===== config.mk =====
export PLATFORM = sky130hd
export DESIGN_NAME = bcd_entry2bin
export DESIGN_NICKNAME = d
export VERILOG_FILES = /design/src/rtl/bcd_pkg.sv /design/src/rtl/bcd_digit_reg.sv /design/src/rtl/bcd_entry2bin.sv
export SDC_FILE = /design/constraint.sdc
export NUM_CORES = 1
export LEC_CHECK = 0
export BUFFER_PORTS_ARGS = -buffer_cell sky130_fd_sc_hd__buf_2
export CAP_MARGIN = 40
export CORE_MARGIN = 3
export CORE_UTILIZATION = 35
export DETAILED_ROUTE_END_ITERATION = 10
export SLEW_MARGIN = 20
export SYNTH_ARGS = -nofsm -noshare
export SYNTH_HDL_FRONTEND = slang
export SYNTH_SLANG_ARGS = --single-unit

===== constraint.sdc =====
create_clock -name clk -period 1.8 [get_ports clk]
set_input_delay 0.36 -clock clk [delete_from_list [all_inputs] [get_ports clk]]
set_output_delay 0.36 -clock clk [all_outputs]
set_load 0.02 [all_outputs]

===== src/rtl/bcd_pkg.sv =====
// Shared types and constants for the two-digit BCD entry converter.
package bcd_pkg;

   localparam int unsigned RESULT_W = 7;

   typedef logic [3:0] bcd_digit_t;

   localparam bcd_digit_t BCD_MAX_DIGIT = 4'd9;

   typedef enum logic [2:0] {
      ST_EMPTY  = 3'd0,
      ST_ONE    = 3'd1,
      ST_TWO    = 3'd2,
      ST_CONV_A = 3'd3,
      ST_CONV_B = 3'd4,
      ST_CONV_C = 3'd5
   } state_t;

endpackage


===== src/rtl/bcd_digit_reg.sv =====
// Two-digit entry shift register (tens/units) with synchronous clear and a
// held-digit counter that saturates at two.
module bcd_digit_reg
   import bcd_pkg::*;
(
   input  logic       clk,
   input  logic       rst,
   input  logic       clear,
   input  logic       load,
   input  bcd_digit_t digit_in,
   output bcd_digit_t left_digit,
   output bcd_digit_t right_digit,
   output logic [1:0] digit_cnt
);

   // Clear wins over load; a load into a full register drops the oldest digit.
   always_ff @(posedge clk or negedge rst) begin
      if (!rst) begin
         left_digit  <= '0;
         right_digit <= '0;
         digit_cnt   <= 2'd0;
      end else if (clear) begin
         left_digit  <= '0;
         right_digit <= '0;
         digit_cnt   <= 2'd0;
      end else if (load) begin
         left_digit  <= right_digit;
         right_digit <= digit_in;
         if (digit_cnt != 2'd2) begin
            digit_cnt <= digit_cnt + 2'd1;
         end
      end
   end

endmodule


===== src/rtl/bcd_entry2bin.sv =====
// Sequential two-digit BCD-to-binary entry converter.
// Digits are collected one strobe at a time; enter runs a three-cycle
// shift-add multiply-by-ten (tens*8 + tens*2 + units).
// Optional build macro: BCD_ENTRY_RANGE_CHECK_EN rejects results above MAX_VAL.
//
// state     | meaning
// ----------+------------------------------------------------------
// ST_EMPTY  | no digits held, waiting for input
// ST_ONE    | one digit held (tens is zero)
// ST_TWO    | two digits held, further digits shift the oldest out
// ST_CONV_A | acc <= tens << 3
// ST_CONV_B | acc <= acc + (tens << 1)
// ST_CONV_C | result = acc + units, publish or reject, clear digits
module bcd_entry2bin
   import bcd_pkg::*;
#(
   parameter int MAX_VAL = 99
) (
   input  logic                clk,
   input  logic                rst,
   input  logic [3:0]          digit_in,
   input  logic                digit_valid,
   input  logic                enter,
   input  logic                clear,
   output logic [3:0]          left_digit,
   output logic [3:0]          right_digit,
   output logic [1:0]          digit_cnt,
   output logic                busy,
   output logic [RESULT_W-1:0] whole_num,
   output logic                num_valid,
   output logic                err
);

`ifdef BCD_ENTRY_RANGE_CHECK_EN
   localparam bit RANGE_CHECK = 1'b1;
`else
   localparam bit RANGE_CHECK = 1'b0;
`endif

   state_t              state_q, state_d;
   logic [RESULT_W-1:0] acc_q, acc_d;
   logic [RESULT_W-1:0] whole_q, whole_d;
   logic                busy_q, busy_d;
   logic                nv_q, nv_d;
   logic                err_q, err_d;
   logic                dreg_clear, dreg_load;
   logic [RESULT_W-1:0] result;
   logic                in_range;

   bcd_digit_reg u_digit_reg (
      .clk         (clk),
      .rst         (rst),
      .clear       (dreg_clear),
      .load        (dreg_load),
      .digit_in    (digit_in),
      .left_digit  (left_digit),
      .right_digit (right_digit),
      .digit_cnt   (digit_cnt)
   );

   assign result   = acc_q + {3'b000, right_digit};
   // Without range checking every two-digit value (max 99) is accepted.
   assign in_range = !RANGE_CHECK || (int'(result) <= MAX_VAL);

   // State and registered outputs.
   always_ff @(posedge clk or negedge rst) begin
      if (!rst) begin
         state_q <= ST_EMPTY;
         acc_q   <= '0;
         whole_q <= '0;
         busy_q  <= 1'b0;
         nv_q    <= 1'b0;
         err_q   <= 1'b0;
      end else begin
         state_q <= state_d;
         acc_q   <= acc_d;
         whole_q <= whole_d;
         busy_q  <= busy_d;
         nv_q    <= nv_d;
         err_q   <= err_d;
      end
   end

   // Next-state, datapath and pulse decode; strobes are only honoured while idle.
   always_comb begin
      state_d    = state_q;
      acc_d      = acc_q;
      whole_d    = whole_q;
      busy_d     = 1'b0;
      nv_d       = 1'b0;
      err_d      = 1'b0;
      dreg_clear = 1'b0;
      dreg_load  = 1'b0;
      case (state_q)
         ST_EMPTY, ST_ONE, ST_TWO: begin
            if (clear) begin
               dreg_clear = 1'b1;
               state_d    = ST_EMPTY;
            end else if (enter) begin
               if (state_q == ST_EMPTY) begin
                  err_d = 1'b1;
               end else begin
                  state_d = ST_CONV_A;
                  busy_d  = 1'b1;
               end
            end else if (digit_valid) begin
               if (digit_in > BCD_MAX_DIGIT) begin
                  err_d = 1'b1;
               end else begin
                  dreg_load = 1'b1;
                  state_d   = (state_q == ST_EMPTY) ? ST_ONE : ST_TWO;
               end
            end
         end
         ST_CONV_A: begin
            acc_d   = {left_digit, 3'b000};
            busy_d  = 1'b1;
            state_d = ST_CONV_B;
         end
         ST_CONV_B: begin
            acc_d   = acc_q + {2'b00, left_digit, 1'b0};
            busy_d  = 1'b1;
            state_d = ST_CONV_C;
         end
         ST_CONV_C: begin
            if (in_range) begin
               whole_d = result;
               nv_d    = 1'b1;
            end else begin
               err_d = 1'b1;
            end
            dreg_clear = 1'b1;
            state_d    = ST_EMPTY;
         end
         default: begin
            dreg_clear = 1'b1;
            state_d    = ST_EMPTY;
         end
      endcase
   end

   assign busy      = busy_q;
   assign whole_num = whole_q;
   assign num_valid = nv_q;
   assign err       = err_q;

endmodule


==> results.tsv <==
stage	metric	value	unit
global_routing	grt_pass1_vias	1212	
clock_tree	numCtsBuffers	5	
power_and_ir_drop	power.leakage	1.04	nW
timing	fin_skew	0.00336	ns
timing	hold_slack	0.100	ns
timing	relSlewSlack	0.559	
setup_path	critPathKind	flop to flop	
power_and_ir_drop	ir_worst_vdd	0.620	mV
setup_path	worstSetupStartpoint	u_digit_reg.left_digit[0]	
timing	fin_setup_tns	0	ns
setup_path	timing.rr.end	acc_q[5]	
synthesis	synth-xor-area-share	0.0363	
synthesis	synth_compound_area_frac	0.141	
timing	fin_crit_sh	0.921	
global_routing	antenna_found_initial	0	
route	routed_wl	3390	um
setup_path	cp-start-kind	flop	
synthesis	yosys.area_share.simple	0.172	
timing	setup_slack	0.141	ns
timing	period_needed	1.66	ns
placement	port_buffers	28	
synthesis	syn_avg_cell_area	10.0	um2
clock_tree	htree_levels	2	
synthesis	synth_fa_ha_area_frac	0.0888	
route	drc	0	
route	wl_per_cell	13.1	um
global_routing	grt_max_degree	30	
timing	setup_viol	0	
route	vias	1261	
floorplanning	core_area	4500	um2
synthesis	synthMuxAreaShare	0.0733	
synthesis	synth_top_family_by_area	simple AND/OR/NAND/NOR gates	
global_routing	overflow	0	
placement	placed_area	1890	um2
synthesis	seq_area_frac_synth	0.429	
global_routing	met3_usage	0.0356	
global_routing	gr-usage-met2	0.210	
global_routing	busiest_layer	met2	
setup_path	cp.required	1.99	ns
synthesis	syn-cell-area	1690	um2
finish	drive_gt1_frac	0.282	
floorplanning	die_w	75.5	um
finish	fin_area	2020	um2
finish	fin_nets	224	
setup_path	worst-r2r-cell-count	7	
synthesis	ys_ff_latch	29	
clock_tree	cts_tree	done	
synthesis	synth_edf_count	0	
floorplanning	fp.dieH	75.5	um
route	detail-route-antenna-nets	0	
timing	fmax	603	MHz
placement	hpwl	2520	um
setup_path	timing.rr.start	u_digit_reg.left_digit[0]	
clock_tree	clock-sinks	29	
clock_tree	cts-root-buf	clkbuf_8	
synthesis	synth_top_area_frac	0.429	
floorplanning	rows	24	
setup_path	cp-end-kind	flop	
run_status	status	finished clean	
global_routing	grt_pass1_wl	5820	um
route	firstDrtPassIters	4	
timing	slew_violations	0	
synthesis	async_reset_ff_frac	1.00	
global_routing	gr-usage-met1	0.180	
power_and_ir_drop	power.total	2.45	mW
setup_path	crit_fanout	4	
finish	filler_cell_count	442	
synthesis	yosys_most_used_dff	dfrtp_1	
placement	place_congestion	0.838	
route	drt_iter0_drc	43	
synthesis	yosys.area.top_type	dfrtp_1	
clock_tree	clk_latency	0.28	ns
floorplanning	pin_count	29	
setup_path	regToRegSetupSlack	0.14	ns
floorplanning	start_util	0.375	
finish	area_growth	19.2	%
timing	hold_viol_final	0	
global_routing	track_usage	0.137	
placement	place_ws	0.126	ns
finish	diodes	0	
route	vias_per_cell	4.89	
floorplanning	dieArea	5700	um2
synthesis	ys_top_cells_by_area	dfrtp_1 43%, ha_1 5.9%, mux2i_1 5.3%	
run	cap_violations	0	
synthesis	syn_inst	169	
synthesis	synth_nets	188	
synthesis	synthMostInstantiatedCell	dfrtp_1	
synthesis	yosysUniqueCellTypes	44	
timing	tightestPinTransition	0.661	ns
worst_hold_path	hold_path_class	input port to asynchronous set/reset pin	
setup_path	worstPathArrival	1.84	ns
timing	grt_setup_unrepaired	false	
power_and_ir_drop	power_density	1220	nW/um2
synthesis	ys_top_cells_by_count	29 x dfrtp_1, 16 x nand2_1, 16 x nor2_1, 10 x inv_1, 9 x mux2i_1	
clock_tree	clockBufferDepth	2	
synthesis	yosysWarnings	0	
clock_tree	clk_pin_slew_worst_paths	0.06	ns
state kept, by name (all words and copies together), names as in the netlist:
signal,flops
u_digit_reg.right_digit,4
acc_q,6
err,1
state_q,3
whole_num,7
num_valid,1
u_digit_reg.digit_cnt,2
busy,1
u_digit_reg.left_digit,4
through the flow:
| stage | cells | util |
|---|---|---|
| global route | 258 | 0.448 |
| floorplan | 169 | - |
| finish | 258 | 0.448 |
| detailed placement | 248 | 0.421 |
| CTS | 256 | 0.443 |
| global placement | 248 | 0.421 |
power by group:
group          switching (mW)  leakage, nW  internal [mW]  total (mW)
Combinational           0.509        0.609          0.386       0.895
Sequential              0.154        0.380          0.807       0.961
Clock                   0.248       0.0542          0.345       0.593
critical path: stages, from the launching register on:
cell and delay [ns]:
dfrtp_1 0.40, ha_2 0.19, inv_1 0.05, fa_2 0.34, nor2b_1 0.12, o21a_1 0.14
o21ai_0 0.08, a211oi_1 0.25
metal layers:
layer / routed length [um] / up-vias
li1: - / 650
met1: 1660 / 581
met2: 1540 / 23
met3: 127 / 7
met4: 68 / 0
met5: 0 / -
how the worst max path moves through the flow:
stage	to	slack, ns	cells past startpoint
finish	acc_q[5]	0.14	7
global route	acc_q[5]	0.02	7
CTS	acc_q[5]	0.10	7
detailed placement	acc_q[5]	0.13	7
global placement	acc_q[5]	0.15	7
floorplan	acc_q[5]	0.13	7
layout by cell type (no fill, tap or decap), types with 2 or more instances in the layout:
cell and count:
dfrtp_1 29, buf_2 28, nand2_1 16, nor2_1 16, inv_1 10, mux2i_1 9, buf_4 9, o21ai_0 8
a21oi_1 7, xnor2_1 7, ha_1 7, clkbuf_8 7, nor2b_1 6, nand2b_1 3, o21a_1 3, nand3_1 3
o22ai_1 3, mux2_2 3, o21bai_1 3, nor3_1 2, nand4_1 2
layout make-up:
class	instances	area [um2]	area share
sequential	29	726	0.360
clock inverter	1	5.00	0.00248
multi-input combinational	121	875	0.434
timing repair buffer	37	208	0.103
tap	52	65.1	0.0323
clock buffer	7	96.3	0.0478
inverter	11	41.3	0.0205
repair_timing:
| item | in CTS | in global routing |
|---|---|---|
| resized for setup | 0 | 2 |
| setup buffers | 0 | 2 |
| setup endpoints to repair | 0 | 1 |
| hold buffers | 0 | 0 |
cell families after synthesis:
group	Yosys count
other	1
xor gates and xnor gates	7
muxes	12
AOI/OAI and AO/OA	34
and+or+nand+nor	56
DFF	29
buffers and inverters	19
adders and majority gates	11
(Power assumes the default switching activity.)
